--- src/rtl/variant_lut_pipe.sv ---
// Register-file lookup table with an INIT sweep that loads entry k = k,
// then serves one-cycle-latency lookups through a valid/ready output stage.
module variant_lut_pipe #(
    parameter int AW = 4,
    parameter int DW = 4
) (
    input  logic          clk,
    input  logic          rst,
    input  logic          in_valid,
    output logic          in_ready,
    input  logic [AW-1:0] nom,
    output logic          out_valid,
    input  logic          out_ready,
    output logic [DW-1:0] y,
    input  logic          we,
    input  logic [AW-1:0] waddr,
    input  logic [DW-1:0] wdata,
    output logic          busy
);

    typedef enum logic {INIT, RUN} state_t;

    state_t        state, state_n;
    logic [AW-1:0] cnt;
    logic [DW-1:0] tbl [2**AW];
    logic [DW-1:0] initv;
    logic [AW+DW-1:0] wide;
    logic          accept;

    always_ff @(posedge clk) begin
        if (rst) state <= INIT;
        else     state <= state_n;
    end

    always_comb begin
        state_n  = state;
        busy     = 1'b0;
        in_ready = 1'b0;
        unique case (state)
            INIT: begin
                busy = 1'b1;
                if (cnt == {AW{1'b1}}) state_n = RUN;
            end
            RUN: begin
                in_ready = !out_valid || out_ready;
            end
            default: state_n = INIT;
        endcase
    end

    assign accept = in_valid && in_ready;

    // zero-extend or truncate the sweep index to the entry width
    assign wide  = {{DW{1'b0}}, cnt};
    assign initv = wide[DW-1:0];

    always_ff @(posedge clk) begin
        if (rst)                cnt <= '0;
        else if (state == INIT) cnt <= cnt + 1'b1;
    end

    always_ff @(posedge clk) begin
        if (!rst) begin
            if (state == INIT) tbl[cnt]   <= initv;
            else if (we)       tbl[waddr] <= wdata;
        end
    end

    always_ff @(posedge clk) begin
        if (rst) begin
            out_valid <= 1'b0;
            y         <= '0;
        end else if (accept) begin
            out_valid <= 1'b1;
            y         <= tbl[nom];
        end else if (out_ready) begin
            out_valid <= 1'b0;
        end
    end

endmodule

--- config.mk ---
export PLATFORM = sky130hd
export DESIGN_NAME = variant_lut_pipe
export DESIGN_NICKNAME = d
export VERILOG_FILES = /design/src/rtl/variant_lut_pipe.sv
export SDC_FILE = /design/constraint.sdc
export NUM_CORES = 1
export LEC_CHECK = 0
export CORE_ASPECT_RATIO = 1.4
export CORE_UTILIZATION = 35
export CTS_BUF_LIST = sky130_fd_sc_hd__clkbuf_8
export CTS_CLUSTER_SIZE = 8
export DETAILED_ROUTE_END_ITERATION = 8
export PLACE_DENSITY_LB_ADDON = 0.25
export SLEW_MARGIN = 5
export SYNTH_ARGS = -nofsm -noshare
export SYNTH_HDL_FRONTEND = slang
export SYNTH_SLANG_ARGS = --single-unit
--- constraint.sdc ---
create_clock -name clk -period 5.5 [get_ports clk]
set_input_delay 1.1 -clock clk [delete_from_list [all_inputs] [get_ports clk]]
set_output_delay 1.1 -clock clk [all_outputs]
set_load 0.05 [all_outputs]
==> summary.md <==
| Metric | Value |
|---|---|
| Status | `finished clean` |
| Netlist Area Pre-Place | `0.00307 mm2` |
| Register bit total from synthesis | `74` |
| Synth Warn # | `0` |
| Die X | `81.1 um` |
| Setup Buffers After CTS | `0` |
| Final setup margin | `1.81 ns` |
| Leak pwr | `1.19 nW` |
| CTS root buf | `clkbuf_8` |
| Final setup fails | `0` |
| Worst-path clk slew | `0.07 ns` |
| Final hold viol count | `0` |
| Clock Latency Late Sink | `0.35 ns` |
| Critical Path RT | `4.40 ns` |
| Post-layout net count | `224` |
| First-pass GRT wire length | `8950 um` |
| Power share of the combinational group | `6.5%` |
| Vias/cell | `5.05` |
| Post-synthesis compound-gate area fraction | `2.45%` |
| Clock share of power | `34.1%` |
| DRC viols | `0` |
| Final Non-Filler Cells | `316` |
| Detailed placement HPWL | `3910 um` |
| Design Power | `1.05 mW` |
| Drt first pass iters | `4` |
| Io pins | `24` |
| DR iter-0 viols | `75` |
| Post-DRT Antenna Nets | `0` |
| Initial antenna violation count | `0` |
| Post-CTS Resized | `0` |
| Crit-path max FO | `3` |
| Sw Ratio | `20.9%` |
| Crit start category | `input port` |
| # placed instances | `300` |
| TritonCTS Sinks | `74` |
| Pwr dens | `297 mW/mm2` |
| Most frequent cells in the layout | `64 x edfxtp_1, 25 x nor2_1, 23 x clkdlybuf4s50_1` |
| Met3 Use GR | `4.44%` |
| Clock Skew | `0.0120 ns` |
| Final core utilization | `41.5%` |
| DR WL/cell | `17.3 um` |
| CTS tree | `built` |
| Detailed Route WL | `5450 um` |
| CTS Buf Count | `9` |
| Total number of vias | `1595` |
| Final setup TNS | `0 ns` |
| Peak VDD IR | `0.135 mV` |
| H-tree depth | `3` |
| Initial core utilization | `35.8%` |
| Standard-cell row count | `40` |
| CP Class | `input port to output pin` |
| Slew Viols, Final | `0` |
| Largest net degree at the start of global routing | `17` |
| CTS max path bufs | `2` |
| Tcrit/Tclk final | `67.1%` |
| Post-Syn Area per Cell | `17.0 um2` |
| Post-synthesis adder-cell area fraction | `0.408%` |
| Largest family of logic cells by synthesized area | `multiplexers` |
| Sequential area share after synthesis | `69.2%` |
| Post-Synth Simple-Gate Area | `7.51%` |
| Area Overhead vs Synth | `15.9%` |
| GR Util met2 | `23.8%` |
| Cell Int Power | `0.834 mW` |
| Gr busiest metal | `met2` |
| Met1 GRT Util | `16.4%` |
| Mux share of post-synthesis cell area | `17.8%` |
| Most common cell after layout, fill and taps aside | `edfxtp_1` |
| Power share of the sequential group | `59.4%` |
| Min Tclk post-route | `3.69 ns` |
| Worst slew margin | `43.4%` |
| F_max | `0.271 GHz` |
| Setup WS pre-CTS | `1.81 ns` |
| Chip height | `113 um` |
| Die area | `0.00914 mm2` |
| Critical Path AT | `2.59 ns` |
| Core footprint | `0.00856 mm2` |
| GRT Total Usage | `14.3%` |
| Switching pwr | `0.220 mW` |
| RSZ-0062 raised after global routing | `false` |
| Buffers on Ports | `23` |
| Grt total ovfl | `0` |
| Mapped Cells | `180` |
| Crit end category | `output pin` |
| Placer congestion estimate | `0.723` |
| Xor and xnor area share after synthesis | `0.857%` |
| Vias in the first global route | `1664` |
| Syn nets | `198` |
| Max-Cap Viols | `0` |
| N_diodes | `0` |
| Hold buffer count at CTS | `0` |
| Share of layout cells above drive strength 1 | `14.2%` |
| Netlist cell types | `29` |
| HP Class | `register to register` |
| Worst-margin pin slew | `0.846 ns` |
layout make-up:
cell class              instances  area [um2]
multi-input cells              95         888
inverters                       3        11.3
repair buffers                 23         230
clock inverters                 5        18.8
well taps                     105         131
clock buffers                  11         151
flip-flops and latches         74        2120
fillers                       779        5000
power groups by stage:
stage | clock [mW] | sequential (mW) | combinational (mW)
2_1_floorplan | 0 | 0.636 | 0.0440
3_3_place_gp | 0 | 0.638 | 0.0694
3_5_place_dp | 0 | 0.638 | 0.0703
4_1_cts | 0.371 | 0.626 | 0.0705
5_1_grt | 0.392 | 0.627 | 0.0769
6_report | 0.360 | 0.626 | 0.0688
registers in the layout, indices dropped and copies added, names as in the netlist:
name / flops
cnt: 4
tbl: 64
state: 1
y: 4
out_valid: 1
cells by family (layout without fill, tap and decap cells):
group | after synthesis | count (layout)
adders and majority gates | 1 | 1
and+or+nand+nor | 49 | 49
xor gates and xnor gates | 3 | 3
buffers and inverters | 11 | 42
DFF | 74 | 74
muxes | 31 | 31
AOI/OAI and AO/OA | 11 | 11
path summary, 6_finish.rpt:
kind                end      start  slack (ns)  cells after the start
max            in_ready  out_ready        1.81                      4
min                y[1]       y[1]        0.51                      2
max reg2reg  tbl[12][2]      state        3.29                      4
min reg2reg        y[1]       y[1]        0.51                      2
Yosys cell counts:
cell type  instances  area (um2)
a2111oi_1          3        30.0
a21oi_1            4        20.0
a31oi_1            4        25.0
and2_1             1        6.26
and3_1             3        18.8
buf_2              2        10.0
buf_4              1        7.51
buf_6              1        11.3
clkbuf_1           4        15.0
dfxtp_1           10         200
edfxtp_1          64        1920
ha_1               1        12.5
inv_1              3        11.3
mux2_2             5        56.3
mux2i_1            9        90.1
mux4_1             4         105
mux4_2            13         293
nand2_1            6        22.5
nand2b_1           2        12.5
nand3_1            2        10.0
nand3b_1           2        15.0
nand4_1            1        6.26
nor2_1            25        93.8
nor2b_1            3        18.8
nor3_1             1        5.00
nor3b_1            2        15.0
or2_2              1        6.26
xnor2_1            1        8.76
xor2_1             2        17.5
metal layers:
metal | up-vias | share of wire [%]
li1 | 758 | -
met1 | 783 | 40
met2 | 48 | 54
met3 | 6 | 4.1
met4 | 0 | 1.6
met5 | - | 0
through the flow:
stage                     hold slack [ns]  instance area (um2)
after global routing                0.543                 3550
after detailed placement            0.499                 3380
final                               0.509                 3550
after global placement              0.485                 3380
after CTS                           0.511                 3550
after floorplan                     0.458                 3070
worst max-delay path: stages:
cell and delay [ns]:
clkdlybuf4s50_1 0.45, nand2b_1 0.12, and2_1 0.13, clkdlybuf4s50_1 0.79
Note: power is estimated with default switching activity, not from simulation.
